===== src/rtl/seven_seg_scan_ctrl_pkg.sv =====
// Shared types and constants for the 7-segment scan controller.
package seven_seg_pkg;

   typedef enum logic [1:0] {
      StIdle,
      StBlank,
      StShow
   } scan_state_e;

   localparam logic [6:0]  SEG_OFF = 7'b0000000;
   localparam int unsigned BCD_W   = 4;

endpackage


===== src/rtl/seven_seg_scan_ctrl_decoder.sv =====
// BCD to 7-segment decoder, segments packed {g,f,e,d,c,b,a}, active-high.
module seven_segment_decoder
   import seven_seg_pkg::*;
(
   input  logic [BCD_W-1:0] i_bcd,
   output logic [6:0]       o_seg
);

   always_comb begin
      o_seg = SEG_OFF;
      case (i_bcd)
         4'd0:    o_seg = 7'b0111111;
         4'd1:    o_seg = 7'b0000110;
         4'd2:    o_seg = 7'b1011011;
         4'd3:    o_seg = 7'b1001111;
         4'd4:    o_seg = 7'b1100110;
         4'd5:    o_seg = 7'b1101101;
         4'd6:    o_seg = 7'b1111101;
         4'd7:    o_seg = 7'b0000111;
         4'd8:    o_seg = 7'b1111111;
         4'd9:    o_seg = 7'b1101111;
         default: o_seg = SEG_OFF;
      endcase
   end

endmodule


===== src/rtl/seven_seg_scan_ctrl.sv =====
// Time-multiplexed scan controller driving one digit at a time with a blanking gap.
module seven_seg_scan_ctrl
   import seven_seg_pkg::*;
#(
   parameter int unsigned NUM_DIGITS   = 4,
   parameter int unsigned PRESCALE     = 50000,
   parameter int unsigned BLANK_CYCLES = 16
) (
   input  logic                        i_clk,
   input  logic                        i_rst,
   input  logic                        i_enable,
   input  logic                        i_load,
   input  logic [BCD_W*NUM_DIGITS-1:0] i_value_in,
   input  logic                        i_lz_blank_en,
   output logic [NUM_DIGITS-1:0]       o_anode,
   output logic [6:0]                  o_segments,
   output logic                        o_load_pending,
   output logic                        o_frame_done
);

   localparam int unsigned CntW = $clog2(PRESCALE);
   localparam int unsigned IdxW = $clog2(NUM_DIGITS);
   localparam int unsigned ValW = BCD_W * NUM_DIGITS;

   localparam logic [CntW-1:0] BlankLast = CntW'(BLANK_CYCLES - 1);
   localparam logic [CntW-1:0] ShowLast  = CntW'(PRESCALE - BLANK_CYCLES - 1);
   localparam logic [IdxW-1:0] IdxLast   = IdxW'(NUM_DIGITS - 1);

   scan_state_e           r_state, w_state_nxt;
   logic [CntW-1:0]       r_cnt, w_cnt_nxt;
   logic [IdxW-1:0]       r_idx, w_idx_nxt;
   logic [ValW-1:0]       r_shadow, w_shadow_nxt;
   logic [ValW-1:0]       r_pending, w_pending_nxt;
   logic                  r_load_pending, w_load_pending_nxt;
   logic [NUM_DIGITS-1:0] r_anode, w_anode_nxt;
   logic [6:0]            r_segments, w_segments_nxt;

   logic                  w_frame_end;
   logic                  w_capture;
   logic [BCD_W-1:0]      w_digit;
   logic                  w_digit_blank;
   logic                  w_zero_above;
   logic [6:0]            w_dec_seg;

   always_comb begin
      w_state_nxt = r_state;
      w_cnt_nxt   = r_cnt;
      w_idx_nxt   = r_idx;
      w_frame_end = 1'b0;
      if (!i_enable) begin
         w_state_nxt = StIdle;
         w_cnt_nxt   = '0;
         w_idx_nxt   = '0;
      end else begin
         case (r_state)
            StIdle: begin
               w_state_nxt = StBlank;
               w_cnt_nxt   = '0;
               w_idx_nxt   = '0;
            end
            StBlank: begin
               if (r_cnt == BlankLast) begin
                  w_state_nxt = StShow;
                  w_cnt_nxt   = '0;
               end else begin
                  w_cnt_nxt = r_cnt + CntW'(1);
               end
            end
            StShow: begin
               if (r_cnt == ShowLast) begin
                  w_state_nxt = StBlank;
                  w_cnt_nxt   = '0;
                  if (r_idx == IdxLast) begin
                     w_idx_nxt   = '0;
                     w_frame_end = 1'b1;
                  end else begin
                     w_idx_nxt = r_idx + IdxW'(1);
                  end
               end else begin
                  w_cnt_nxt = r_cnt + CntW'(1);
               end
            end
            default: begin
               w_state_nxt = StIdle;
               w_cnt_nxt   = '0;
               w_idx_nxt   = '0;
            end
         endcase
      end
   end

   // Shadow only changes on IDLE exit or at a frame boundary, so a frame never tears.
   assign w_capture = (r_state == StIdle && i_enable) || w_frame_end;

   always_comb begin
      w_shadow_nxt       = r_shadow;
      w_pending_nxt      = r_pending;
      w_load_pending_nxt = r_load_pending;
      if (w_capture) begin
         if (i_load) begin
            w_shadow_nxt = i_value_in;
         end else if (r_load_pending) begin
            w_shadow_nxt = r_pending;
         end
         w_load_pending_nxt = 1'b0;
      end else if (i_load) begin
         w_pending_nxt      = i_value_in;
         w_load_pending_nxt = 1'b1;
      end
   end

   // Outputs are derived from next state so they are valid on the first SHOW cycle.
   always_comb begin
      w_digit       = '0;
      w_digit_blank = 1'b0;
      w_zero_above  = 1'b1;
      for (int i = NUM_DIGITS - 1; i >= 0; i--) begin
         w_zero_above = w_zero_above && (w_shadow_nxt[i*BCD_W +: BCD_W] == '0);
         if (IdxW'(i) == w_idx_nxt) begin
            w_digit       = w_shadow_nxt[i*BCD_W +: BCD_W];
            w_digit_blank = i_lz_blank_en && w_zero_above && (i != 0);
         end
      end
   end

   seven_segment_decoder u_decoder (
      .i_bcd (w_digit),
      .o_seg (w_dec_seg)
   );

   always_comb begin
      w_anode_nxt    = '0;
      w_segments_nxt = SEG_OFF;
      if (w_state_nxt == StShow) begin
         w_anode_nxt    = {{(NUM_DIGITS-1){1'b0}}, 1'b1} << w_idx_nxt;
         w_segments_nxt = w_digit_blank ? SEG_OFF : w_dec_seg;
      end
   end

   always_ff @(posedge i_clk) begin
      if (i_rst) begin
         r_state        <= StIdle;
         r_cnt          <= '0;
         r_idx          <= '0;
         r_shadow       <= '0;
         r_pending      <= '0;
         r_load_pending <= 1'b0;
         r_anode        <= '0;
         r_segments     <= SEG_OFF;
      end else begin
         r_state        <= w_state_nxt;
         r_cnt          <= w_cnt_nxt;
         r_idx          <= w_idx_nxt;
         r_shadow       <= w_shadow_nxt;
         r_pending      <= w_pending_nxt;
         r_load_pending <= w_load_pending_nxt;
         r_anode        <= w_anode_nxt;
         r_segments     <= w_segments_nxt;
      end
   end

   assign o_anode        = r_anode;
   assign o_segments     = r_segments;
   assign o_load_pending = r_load_pending;
   assign o_frame_done   = w_frame_end && !i_rst;

endmodule


===== config.mk =====
export PLATFORM = sky130hd
export DESIGN_NAME = seven_seg_scan_ctrl
export DESIGN_NICKNAME = d
export VERILOG_FILES = /design/src/rtl/seven_seg_scan_ctrl_pkg.sv /design/src/rtl/seven_seg_scan_ctrl_decoder.sv /design/src/rtl/seven_seg_scan_ctrl.sv
export SDC_FILE = /design/constraint.sdc
export NUM_CORES = 1
export LEC_CHECK = 0
export ABC_AREA = 1
export BUFFER_PORTS_ARGS = -buffer_cell sky130_fd_sc_hd__buf_2
export CORE_MARGIN = 2
export CORE_UTILIZATION = 53
export CTS_CLUSTER_DIAMETER = 120
export CTS_CLUSTER_SIZE = 40
export DETAILED_ROUTE_END_ITERATION = 12
export PLACE_DENSITY = 0.75
export SETUP_SLACK_MARGIN = 0.5
export SYNTH_ARGS = -nofsm -noshare
export SYNTH_HDL_FRONTEND = slang
export SYNTH_SLANG_ARGS = --single-unit
export TNS_END_PERCENT = 30

===== constraint.sdc =====
create_clock -name i_clk -period 2.1 [get_ports i_clk]
set_input_delay 0.21 -clock i_clk [delete_from_list [all_inputs] [get_ports i_clk]]
set_output_delay 0.21 -clock i_clk [all_outputs]
set_load 0.005 [all_outputs]

# Word level (Yosys, flattened, before mapping)
# Memories as Yosys holds them, arrays and structs flattened. A register that Yosys moved wholly into a read port is not among the register bits.
# Cells that the tools add are included.
# word_totals
memories,1
register_bits,57
input_bits,21
romBits,112
output_inout_bits,13
# op_classes
reduce_logical,19
eq_ne,9
shifts,1
add_sub_neg,2
mux,26
bitwise,3
# mem_list
name,depth,width,read_ports,rd_clocked_by_memory_dff,wr,line,source
(no name shown),16,7,1,1,0,seven_seg_scan_ctrl_decoder.sv:11,case (i_bcd)
# op_table
operator,count
$mux 16,5
$pmux 16 s2,1
$add 16x1->16 const B,1
$eq 16x16->1 const B,1
$eq 16x4->1 const B,1
$mux 4,4
$logic_not 4->1,3
$mux 2,6
$mux 1,8
$logic_and 1x1->1,7
$eq 2x2->1 const B,3
$pmux 2 s3,1
$reduce_or 2->1,3
$eq 2x2->1 const A,2
$logic_not 2->1,2
$pmux 2 s2,1
$shl 1x2->4 const A,1
$not 1->1,3
$reduce_or 3->1,1
$add 2x1->2 const B,1
$eq 1x2->1 const A,1
$eq 2x1->1 const B,1
$reduce_and 2->1,1
$logic_not 1->1,1
$logic_or 1x1->1,1

# Logic depth before layout (Yosys ltp)
# Gate-level depths: netlist of run 1.
# logic_depth
word_depth,14
depth_mapped,20
mapped_depth_nobuf,20

# Cells and area by module
# A second synthesis of run 1 with hierarchy kept.
# unflattened
hier_cells,495
hier_area_um2,3447.1
# modules_own_cells
module,seq_area_each_um2,area_each_um2,n_inst,cells_per_inst
seven_seg_scan_ctrl,1281.2,3221.8,1,452
seven_segment_decoder,0.0,225.2,1,43

# Least setup slack after synthesis of run 1
# No wires, ideal clock.
# synth_timing
path_kind,register to register
from,reg r_cnt[0]
to,"reg r_segments[5], in the netlist o_segments[5]"
slack_ps,-240
t_arrival_ps,2223
path_buffers,1
synth_period_minus_slack_ps,2340
stages_incl_launch_ff,19
required_ps,1983
path_cell_list,dfxtp_1 ha_1 nand3_2 nor2_2 nand3_2 nand2_2 buf_6 nand2_1 o21ai_1 inv_1 nand2_1 nand2_1 a21oi_1 inv_1 ha_1 nand2_1 nand2_1 nand2_1 a21oi_1
# synth_via
elab_chain_len,13
word_cells_on_any_way,37
cone_classes,eq/ne: 6; mux: 19; bitwise: 1; reduce/logical: 11
# synth_lines
element,line,source
"start, declared",seven_seg_scan_ctrl.sv:30,"logic [CntW-1:0] r_cnt, w_cnt_nxt;"
"start signal, assigned",seven_seg_scan_ctrl.sv:152,r_cnt <= w_cnt_nxt;
$eq 16x16->1,seven_seg_scan_ctrl.sv:70,if (r_cnt == ShowLast) begin
$mux 1,seven_seg_scan_ctrl.sv:70,
$mux 1,seven_seg_scan_ctrl.sv:55,case (r_state)
$mux 1,seven_seg_scan_ctrl.sv:50,if (!i_enable) begin
$logic_or 1x1->1,seven_seg_scan_ctrl.sv:93,assign w_capture = (r_state == StIdle && i_enable) || w_frame_end;
$mux 16,seven_seg_scan_ctrl.sv:99,if (w_capture) begin
$logic_not 4->1,seven_seg_scan_ctrl.sv:118,w_zero_above = w_zero_above && (w_shadow_nxt[i*BCD_W +: BCD_W] == '0);
$logic_and 1x1->1 (on tied branches),"seven_seg_scan_ctrl.sv:121, seven_seg_scan_ctrl.sv:118",
"$mux 1, or another cell as far along",seven_seg_scan_ctrl.sv:119,if (IdxW'(i) == w_idx_nxt) begin
$mux 1 or $logic_and 1x1->1 (tied branches),"seven_seg_scan_ctrl.sv:119, seven_seg_scan_ctrl.sv:121",
$mux 1 (2 in a row),seven_seg_scan_ctrl.sv:119,
$reduce_or 3->1 (no source line),-,
"end, declared",seven_seg_scan_ctrl.sv:36,"logic [6:0] r_segments, w_segments_nxt;"
# Several ways; a longest one is shown, not always the timed one.
# A chain may end at the register's enable or synchronous reset.

# Worst setup path after layout of run 1
# layout_timing
from,reg r_idx[1]
to,"reg r_segments[4], in the netlist o_segments[4]"
# layout_via
elab_chain_len,14
word_cells_on_any_way,33
cone_classes,add/sub: 1; eq/ne: 4; mux: 17; reduce/logical: 11
# layout_lines
element,line,source
"start, declared",seven_seg_scan_ctrl.sv:31,"logic [IdxW-1:0] r_idx, w_idx_nxt;"
"start signal, assigned",seven_seg_scan_ctrl.sv:153,r_idx <= w_idx_nxt;
$eq 2x2->1,seven_seg_scan_ctrl.sv:73,if (r_idx == IdxLast) begin
$mux 1,seven_seg_scan_ctrl.sv:73,
$mux 1,seven_seg_scan_ctrl.sv:70,
$mux 1,seven_seg_scan_ctrl.sv:55,
$mux 1,seven_seg_scan_ctrl.sv:50,
$logic_or 1x1->1,seven_seg_scan_ctrl.sv:93,
$mux 16,seven_seg_scan_ctrl.sv:99,
$logic_not 4->1,seven_seg_scan_ctrl.sv:118,
$logic_and 1x1->1 (on tied branches),"seven_seg_scan_ctrl.sv:121, seven_seg_scan_ctrl.sv:118",
"$mux 1, or another cell as far along",seven_seg_scan_ctrl.sv:119,
$mux 1 or $logic_and 1x1->1 (tied branches),"seven_seg_scan_ctrl.sv:119, seven_seg_scan_ctrl.sv:121",
$mux 1 (2 in a row),seven_seg_scan_ctrl.sv:119,
$reduce_or 3->1 (no source line),-,
# Several ways; a longest one is shown, not always the timed one.

==> reports/summary.txt, run 1 <==
post-synthesis sequential area ratio -> 0.3725
FF+latch area -> 1296 µm²
Final ANT Viol Nets -> 0
Layout Skew -> 11.08 ps
Slew HR -> 0.5942
Pwr Total -> 0.003209 W
DIE AREA -> 7150 µm²
delay-heaviest family, CP -> simple AND/OR/NAND/NOR gates
Final Hold Violating Endpoints -> 0
Worst path slowest cell -> dfxtp_2
slowest cell delay on critical path -> 360 ps
first-pass GRT wire length -> 17.80 mm
CP Data Required Time -> 2420 ps
Routed WL -> 16.93 mm
clk_lat worst skew -> 380 ps
leading cell types in the layout, fill and taps excluded -> nand2_1 (85), buf_4 (71), dfxtp_1 (54)
crit path cell chain -> ha_2, nand2_2, nor2_2, nand3_4, nand2_8, nand2_1, a22oi_2, nand2_2, nand2_2, a21oi_4, buf_4, inv_8, ha_4, nand2_2, nand2_1, nand2_1, nor2_1
hold_buf cts -> 0
fraction of layout cells with a size suffix above 1 -> 0.5868
Final Max Tran Viols -> 0
Detailed Place HPWL -> 6.075 mm
Worst Min Path Start -> i_value_in[9]
Final nets -> 679
placed insts -> 666
Post-Syn Instances -> 504
Leak Pwr -> 2.611 nW
All-Layer GR Usage -> 0.3103
synthesized flop and latch total -> 64
hold depth -> 3
Max Freq -> 0.3953 GHz
Setup CP Type -> flip-flop to flip-flop
gr ovfl total -> 0
FP Rows -> 29
fin crit period -> 2529 ps
worst r2r src -> r_idx[1]
clock buffer count from CTS -> 9
Vias -> 4605
R2R setup slack -> -430 ps
TritonRoute pass-1 iters -> 7
power density over cell area -> 535.7 nW/µm²
CTS Buffer Depth -> 2
# DRC -> 0
Die X -> 84.56 µm
P&R area growth vs syn -> 74.17%
failing checks -> setup timing
CTS tree -> yes
Worst Hold Class -> input port to flip-flop
Post-synth EDFFs -> 0
Clock Sinks -> 64
antenna violations before repair -> 0
placer congestion estimate -> 0.8826
Initial DRC Count -> 606
Crit. End Element -> flip-flop
# IOs -> 34
die height -> 84.56 µm
status -> finished with violations
synth warn -> 0
Hold Crit Endpoint -> r_pending[9]
Util after Layout -> 0.9489
clock slew at reported path FFs -> 80 ps
number of global-route vias before repair -> 3855
dpl ws -> -211.7 ps
Tcrit/Tclk final -> 1.205
CP Launch Type -> flip-flop
CP dominant cell by count -> nand2_2
Setup-failing EPs final -> 9
Netlist cell types -> 38
Post-Syn Nets -> 537
via/cell ratio -> 6.326
Reg2Reg Depth -> 17
non-filler cells, final -> 728
ANT cells -> 0
IO buf count -> 33
Max Cap Viol -> 0
reg2reg end -> o_segments[4]
clock root cell -> clkbuf_8
Crit Path Max Fanout -> 5
CP Data Arrival Time -> 2850 ps
Mapped Area -> 3440 µm²
Setup WS post-layout -> -429.5 ps
area occupied by multi-input gates -> 2811 µm²
Most used DFF post-synth -> dfxtp_1
# fillers -> 173
core box area -> 6314 µm²
Buf/Inv on CP -> 2
setup repair after global routing missed its margin -> true
commonest non-fill, non-tap cell in the layout -> nand2_1
average size of a mapped cell -> 6.825 µm²
H-tree depth -> 3
DR WL/cell -> 23.26 µm
Post-synth ARST share -> 0
maximum VDD drop -> 0.6283 mV
largest net degree at the start of global routing -> 36
Worst Tran Pin Value -> 608.7 ps
starting density of the core -> 0.5448
per-stage QoR:
| stage | hold slack [ps] | setup TNS (ps) | area (µm²) |
|---|---|---|---|
| floorplan | 374.4 | -27.52 | 3552 |
| global placement | 438.1 | -966.9 | 4295 |
| detailed placement | 441.3 | -1175 | 4295 |
| CTS | 119.6 | -676.3 | 5041 |
| global route | 119.0 | -3694 | 5991 |
| finish | 113.1 | -2809 | 5991 |
report_power, final:
| part | switching, W | leakage [nW] | total, W | internal, W |
|---|---|---|---|---|
| registers | 0.0000300 | 0.525 | 0.00128 | 0.00125 |
| clock network | 0.000571 | 0.101 | 0.00118 | 0.000609 |
| logic | 0.000447 | 1.98 | 0.000752 | 0.000305 |
| total | 0.00105 | 2.61 | 0.00321 | 0.00216 |
layout make-up:
type,instances,area share
multi-input combinational,357,0.4693
timing repair buffer,148,0.2191
sequential,64,0.2164
inverter,66,0.04470
clock buffer,11,0.02527
tap,77,0.01608
clock inverter,5,0.009190
flip-flops by register name, indices dropped and copies added (netlist names):
name / count
o_segments: 7
r_cnt: 16
r_state: 2
o_anode: 4
o_load_pending: 1
r_idx: 2
r_pending: 16
r_shadow: 16
synthesized netlist by cell type, types with 2 or more instances:
cell type	instances	area [µm²]
nand3_2	4	40.04
nand2_1	136	510.5
nor2_1	64	240.2
nand2_4	5	56.30
nand2_2	8	50.05
nor2_2	9	56.30
ha_1	12	150.1
clkbuf_1	11	41.29
o21ai_0	18	90.09
nor3_1	5	25.02
buf_2	2	10.01
nor4_1	2	12.51
inv_2	5	18.77
nand4_1	3	18.77
clkinv_1	2	7.510
nor2_4	3	33.78
xor2_1	7	61.31
inv_1	59	221.5
o21ai_1	9	45.04
xnor2_1	4	35.03
o22ai_1	2	12.51
nand3_1	31	155.2
a21oi_1	24	120.1
dfxtp_1	64	1281
buf_6	2	22.52
per-layer routing:
layer / vias to the layer above / part of all wire / GRT usage
li1: 1864 / - / -
met1: 2147 / 0.35 / 0.3691
met2: 442 / 0.47 / 0.5154
met3: 152 / 0.10 / 0.06785
met4: 0 / 0.076 / 0.1775
met5: - / 0 / 0
worst max-delay path by stage:
stage	start	end	slack (ps)	depth (start not counted)
after floorplan	r_cnt[1]	o_segments[5]	-20	18
after global placement	r_state[1]	o_segments[3]	-200	15
after detailed placement	r_state[1]	o_segments[3]	-210	15
after CTS	r_idx[0]	o_segments[5]	-130	15
after global routing	r_cnt[9]	o_segments[4]	-520	19
final	r_idx[1]	o_segments[4]	-430	17
tightest hold or removal path, cell delays in order:
cell and delay, ps:
buf_2 120, nand3_2 70, a21oi_2 50
cells by family after synthesis:
kind of cell / Yosys count / share of synthesized area
flops: 64 / 0.3725
buf+inv: 83 / 0.09676
xor+xnor: 11 / 0.02801
mux: 1 / 0.002910
fa+ha+maj: 12 / 0.04365
compound gates: 60 / 0.09713
simple gates: 273 / 0.3590
timing repair:
action                                  in CTS  in global routing
endpoints found under the setup margin      42                 64
resized for setup                          113                175
gates cloned                                 4                  1
pin swaps                                   43                 66
setup buffers                               17                 24
(Power assumes the default switching activity.)
==> run 2: changes to the inputs <==
Settings changed: SKIP_CTS_REPAIR_TIMING set to 1, SYNTH_HIERARCHICAL set to 1.
==> run 2 against run 1 <==
Against the previous run:
- the run still ends with setup timing left
- sequential cell count is the same
- clock-buffer cell count up 2
- combinational power fell by 19%
- register-to-register slack improved by 30 ps
- sequential power is essentially flat
- final cell count fell by 5.9%
- clock skew hardly changed
- critical path type unchanged
- largest power group unchanged
==> reports/summary.txt, run 2 <==
number of global-route vias before repair -> 3219 (-16%)
post-synthesis sequential area ratio -> 0.3717 (-0.0008113)
ANT cells -> 0 (unchanged)
Reg2Reg Depth -> 19 (+2)
Synth area leader -> dfxtp_1
commonest non-fill, non-tap cell in the layout -> nand2_1
Final Hold Violating Endpoints -> 0 (unchanged)
Worst Min Path Start -> i_value_in[9]
reg2reg end -> o_segments[6]
Die X -> 84.65 µm (+0.10%)
most frequent cell after synthesis -> nand2_1
All-Layer GR Usage -> 0.2394 (-0.07094)
Routed WL -> 10.11 mm (-40%)
Setup-failing EPs final -> 7 (-2)
Setup CP Type -> flip-flop to flip-flop
Hold Crit Endpoint -> r_pending[9]
clk_lat worst skew -> 360 ps (-20 ps)
clock buffer count from CTS -> 9 (unchanged)
Clock Sinks -> 64 (unchanged)
Final Max Tran Viols -> 0 (unchanged)
Internal -> 0.002208 W (+2.1%)
worst hold slack -> 143.6 ps (+30.45 ps)
gr ovfl total -> 0 (unchanged)
Max Freq -> 0.3995 GHz (+1.1%)
synthesized flop and latch total -> 64 (unchanged)
CP Data Arrival Time -> 2800 ps (-50 ps)
setup repair after global routing missed its margin -> true
synth warn -> 6 (+6)
P&R area growth vs syn -> 44.46%
Comb pwr share -> 0.198 (-0.036)
worst r2r src -> r_cnt[6]
Final ANT Viol Nets -> 0 (unchanged)
maximum VDD drop -> 0.5326 mV (-15%)
IO buf count -> 33 (unchanged)
NetSw -> 0.0008568 W (-18%)
TritonRoute pass-1 iters -> 5 (-2)
clock network fraction of total power -> 0.386 (+0.018)
Initial DRC Count -> 279 (-54%)
CP Launch Type -> flip-flop
die height -> 84.65 µm (+0.10%)
Post-synth EDFFs -> 0 (unchanged)
H-tree depth -> 3 (unchanged)
fin crit period -> 2503 ps (-26.40 ps)
sequential power share -> 0.416 (+0.018)
Final nets -> 636 (-6.3%)
starting density of the core -> 0.5460 (+0.001189)
antenna violations before repair -> 0 (unchanged)
power density over cell area -> 615.4 nW/µm² (+15%)
leading cell types in the layout, fill and taps excluded -> nand2_1 (93), inv_1 (65), buf_4 (65)
DIE AREA -> 7165 µm² (+0.20%)
hold depth -> 3 (unchanged)
Tcrit/Tclk final -> 1.192 (-0.01257)
core box area -> 6314 µm² (unchanged)
Post-Syn Nets -> 528 (-1.7%)
status -> finished with violations
sw frac -> 0.2796 (-0.04696)
share of the synthesized area in the top cell type -> 0.3717 (-0.0008113)
# DRC -> 0 (unchanged)
Detailed Place HPWL -> 6.045 mm (-0.50%)
Layout Skew -> 11.35 ps (+0.2743 ps)
fraction of layout cells with a size suffix above 1 -> 0.4013 (-0.1855)
FP Rows -> 29 (unchanged)
Crit Path Max Fanout -> 4 (-1)
Slew HR -> 0.7046 (+0.1104)
synth top area cells -> dfxtp_1 (37%), nand2_1 (13%), inv_1 (7.9%), nor2_1 (6.9%), ha_1 (4.4%)
Util after Layout -> 0.7887 (-0.1601)
Leak Pwr -> 2.212 nW (-15%)
Worst Tran Pin Value -> 439.1 ps (-169.6 ps)
clock root cell -> clkbuf_8
most frequent cells after synthesis -> nand2_1 (118), inv_1 (73), dfxtp_1 (64), nor2_1 (63), o21ai_0 (21)
CTS Buffer Depth -> 2 (unchanged)
failing checks -> setup timing
Max Cap Viol -> 0 (unchanged)
largest net degree at the start of global routing -> 29 (-19%)
Setup WS post-layout -> -403.1 ps (+26.40 ps)
clock slew at reported path FFs -> 80 ps (about the same)
# fillers -> 415 (+140%)
largest registers -> r_cnt: 16 flops, r_pending: 16 flops, r_shadow: 16 flops
Netlist cell types -> 36 (-5.3%)
Crit. End Element -> flip-flop
first-pass GRT wire length -> 13.87 mm (-22%)
average size of a mapped cell -> 6.964 µm² (+2.0%)
Mapped Area -> 3447 µm² (+0.22%)
# IOs -> 34 (unchanged)
Most used DFF post-synth -> dfxtp_1
R2R setup slack -> -400 ps (+30 ps)
Vias -> 3678 (-20%)
Post-Syn Instances -> 495 (-1.8%)
CP Data Required Time -> 2400 ps (-20 ps)
CTS tree -> yes
Post-synth ARST share -> 0 (unchanged)
placer congestion estimate -> 0.8838 (+0.14%)
DR WL/cell -> 14.76 µm (-37%)
Worst Hold Class -> input port to flip-flop
via/cell ratio -> 5.369 (-15%)
-- run 2: through the flow --
step / TNS (ps) / setup WS [ps] / instance area [µm²] / total power [W] / instances
after floorplan: -1400 / -288.0 / 3607 / 0.001618 / 495
after CTS: -2399 / -381.1 / 4514 / 0.002930 / 674
after global routing: -3654 / -539.0 / 4980 / 0.003179 / 685
after detailed placement: -2227 / -361.2 / 4300 / 0.001768 / 658
final: -2485 / -403.1 / 4980 / 0.003065 / 685
after global placement: -1789 / -293.4 / 4300 / 0.001755 / 658
-- run 2: worst max-delay path, cell delays in order (launching register included) --
cell	delay, ps
dfxtp_1	320
nor2_2	160
nand2_1	120
nor2_4	140
nand2_2	100
nand2_2	100
nand3_4	90
a21oi_4	300
nor2_4	100
nand2_2	90
o2111ai_4	180
buf_6	170
ha_4	140
inv_2	50
nand2_2	50
nand2_1	80
nand2_1	80
nand2_2	70
inv_2	30
nor2_2	80
-- run 2: layout make-up --
cell class,count,area (µm²),share of cell area
well taps,77,96.34,0.01935
flip-flops and latches,64,1285,0.2580
clock buffers,13,148.9,0.02990
clock inverters,3,65.06,0.01307
inverters,79,304.0,0.06106
multi-input cells,336,2215,0.4447
repair buffers,113,865.8,0.1739
-- run 2: how the worst max path moves through the flow --
stage / start / slack (ps) / to
2_1_floorplan: r_cnt[1] / -290 / o_segments[3]
4_1_cts: r_cnt[1] / -380 / o_segments[3]
3_3_place_gp: r_cnt[1] / -290 / o_segments[3]
6_report: r_cnt[6] / -400 / o_segments[6]
3_5_place_dp: r_cnt[1] / -360 / o_segments[3]
5_1_grt: r_cnt[0] / -540 / o_segments[3]
-- run 2: cells by family (layout without fill, tap and decap cells) --
group	after synthesis	after routing	synth area share
AOI/OAI and AO/OA	70	70	0.1296
xor gates and xnor gates	11	11	0.02795
adders and majority gates	12	12	0.04356
buffers and inverters	95	208	0.1103
DFF	64	64	0.3717
and+or+nand+nor	243	243	0.3169
-- run 2: power groups by stage --
stage / registers, W / clock network (W) / logic (W)
after detailed placement: 0.00130 / 0 / 0.000467
after floorplan: 0.00130 / 0 / 0.000322
after CTS: 0.00127 / 0.00118 / 0.000472
final: 0.00128 / 0.00118 / 0.000607
after global placement: 0.00130 / 0 / 0.000455
after global routing: 0.00128 / 0.00124 / 0.000665
-- run 2: routing by layer --
metal	GRT usage	up-vias	wire [µm]
li1	-	1779	-
met1	0.2833	1721	4038
met2	0.4223	136	5119
met3	0.04720	42	564
met4	0.09812	0	388
met5	0	-	0
==> run 3: changes to the inputs <==
--- a/config.mk
+++ b/config.mk
@@ -10,3 +10,3 @@
 export CORE_MARGIN = 2
-export CORE_UTILIZATION = 53
+export CORE_UTILIZATION = 55
 export CTS_CLUSTER_DIAMETER = 120
@@ -14,3 +14,3 @@
 export DETAILED_ROUTE_END_ITERATION = 12
-export PLACE_DENSITY = 0.75
+export PLACE_DENSITY = 0.74
 export SETUP_SLACK_MARGIN = 0.5
==> constraint.sdc (replaced) <==
create_clock -name i_clk -period 3.2 [get_ports i_clk]
set_input_delay 0.64 -clock i_clk [delete_from_list [all_inputs] [get_ports i_clk]]
set_output_delay 0.64 -clock i_clk [all_outputs]
set_load 0.005 [all_outputs]
==> run 3 against run 2 <==
Against the previous run:
- the flow now finishes without violations
- final cell count down 9.9%
- fmax down 3.9%
- non-clock buffer count down 66
- highest routed layer unchanged
==> reports/summary.txt, run 3 (same netlist as run 2, synthesis figures left out) <==
status -> complete, no violations
CP Data Required Time -> 3440 ps (+1040 ps)
clock buffer count from CTS -> 9 (unchanged)
FF+latch area -> 1286 µm² (about the same)
setup repair after global routing missed its margin -> true
Pwr Total -> 0.001827 W (-40%)
Slew HR -> 0.4708 (-0.2338)
Worst Min Path Start -> r_pending[15]
Setup-failing EPs final -> 0 (-7)
Final ANT Viol Nets -> 0 (unchanged)
# IOs -> 34 (unchanged)
Leak Pwr -> 1.817 nW (-18%)
Worst Tran Pin Value -> 791.6 ps (+352.5 ps)
Die X -> 83.17 µm (-1.7%)
worst r2r src -> r_cnt[0]
area occupied by multi-input gates -> 1937 µm² (-13%)
All-Layer GR Usage -> 0.2214 (-0.01800)
Setup CP Type -> flip-flop to flip-flop
# fillers -> 506 (+22%)
Crit Path Max Fanout -> 5 (+1)
leading cell types in the layout, fill and taps excluded -> nand2_1 (109), inv_1 (68), dfxtp_1 (60)
power density over cell area -> 447.4 nW/µm² (-27%)
DIE AREA -> 6916 µm² (-3.5%)
Tcrit/Tclk final -> 0.8140 (-0.3779)
Max Freq -> 0.3839 GHz (-3.9%)
die height -> 83.17 µm (-1.7%)
Crit. End Element -> flip-flop
Final TNS setup -> 0 ps (+2485 ps)
P&R area growth vs syn -> 18.44%
CTS tree -> yes
clock slew at reported path FFs -> 70 ps (about the same)
via/cell ratio -> 5.138 (-4.3%)
Final nets -> 570 (-10%)
fin crit period -> 2605 ps (+101.8 ps)
Final Hold Violating Endpoints -> 0 (unchanged)
DR WL/cell -> 12.34 µm (-16%)
Max Cap Viol -> 0 (unchanged)
largest registers -> r_cnt: 16 flops, r_pending: 16 flops, r_shadow: 16 flops
maximum VDD drop -> 0.2676 mV (-50%)
Vias -> 3170 (-14%)
first-pass GRT wire length -> 12.77 mm (-7.9%)
gr ovfl total -> 0 (unchanged)
core box area -> 5991 µm² (-5.1%)
CP Launch Type -> flip-flop
placer congestion estimate -> 0.8253 (-6.6%)
clock root cell -> clkbuf_8
commonest non-fill, non-tap cell in the layout -> nand2_1
Routed WL -> 7.613 mm (-25%)
TritonRoute pass-1 iters -> 4 (-1)
# DRC -> 0 (unchanged)
Layout Skew -> 6.894 ps (-4.460 ps)
clk_lat worst skew -> 350 ps (about the same)
Initial DRC Count -> 127 (-54%)
Detailed Place HPWL -> 5.172 mm (-14%)
H-tree depth -> 3 (unchanged)
IO buf count -> 33 (unchanged)
Crit. Startpoint -> r_cnt[0]
largest net degree at the start of global routing -> 30 (+3.4%)
fraction of layout cells with a size suffix above 1 -> 0.2491 (-0.1522)
Clock Sinks -> 64 (unchanged)
CP Data Arrival Time -> 2850 ps (+50 ps)
Final Max Tran Viols -> 0 (unchanged)
ANT cells -> 0 (unchanged)
number of global-route vias before repair -> 2935 (-8.8%)
FP Rows -> 28 (-3.4%)
Worst Hold Class -> flip-flop to flip-flop
starting density of the core -> 0.5754 (+0.02942)
CTS Buffer Depth -> 2 (unchanged)
antenna violations before repair -> 0 (unchanged)
-- run 3: cell types whose count changed in the layout (fill, tap and decap cells not counted), sizes merged --
cell    previous run  this run
buf              111        47
clkbuf            15        13
bufinv             2         1
clkinv             1         2
-- run 3: report_power, final --
group	switching, W	leakage (nW)	internal, W
registers	0.0000154	0.523	0.000824
clock network	0.000305	0.103	0.000400
logic	0.000177	1.19	0.000105
-- run 3: worst max-delay path: stages (launching register included) --
cell and delay, ps:
dfxtp_2 360, ha_4 150, nand3_4 110, nor3_4 210
nand2_2 110, nand2_2 90, nand2_2 60, a21oi_4 270
inv_2 100, nor2_4 160, nand2_2 70, o2111ai_2 80
buf_4 180, ha_2 170, inv_1 50, nand2_2 60
nand2_1 50, nand2_1 60, nand2_1 60, inv_1 60
nor2_2 30
-- run 3: area by class of cell --
cell class                 count  area share
clock buffer                  13     0.03892
clock inverter                 3    0.009807
inverter                      79     0.07263
multi-input combinational    336      0.4744
sequential                    64      0.3150
tap                           75     0.02298
timing repair buffer          47     0.06620
-- run 3: worst paths after layout --
kind / end / slack, ps / cells after the start
setup / recovery: o_segments[6] / 600 / 20
hold / removal: r_pending[15] / 450 / 2
setup reg to reg: o_segments[6] / 600 / 20
hold reg to reg: r_pending[15] / 450 / 2
-- run 3: through the flow --
stage                     worst slack [ps]  instance area [µm²]  instances    util  hold slack [ps]
after CTS                            200.9                 3851        607  0.6429            453.1
after global placement               324.7                 3652        591  0.6096            431.2
after floorplan                      599.2                 3447        495       -            417.9
final                                595.1                 4083        617  0.6815            449.0
after global routing                 407.9                 4083        617  0.6815            477.3
after detailed placement             201.3                 3652        591  0.6096            443.9
-- run 3: metal layers --
| layer | share of wire | global-route usage | wire length, µm |
|---|---|---|---|
| met1 | 0.47 | 0.2831 | 3549 |
| met2 | 0.49 | 0.3717 | 3729 |
| met3 | 0.031 | 0.03777 | 238 |
| met4 | 0.013 | 0.08644 | 96 |
| met5 | 0 | 0 | 0 |
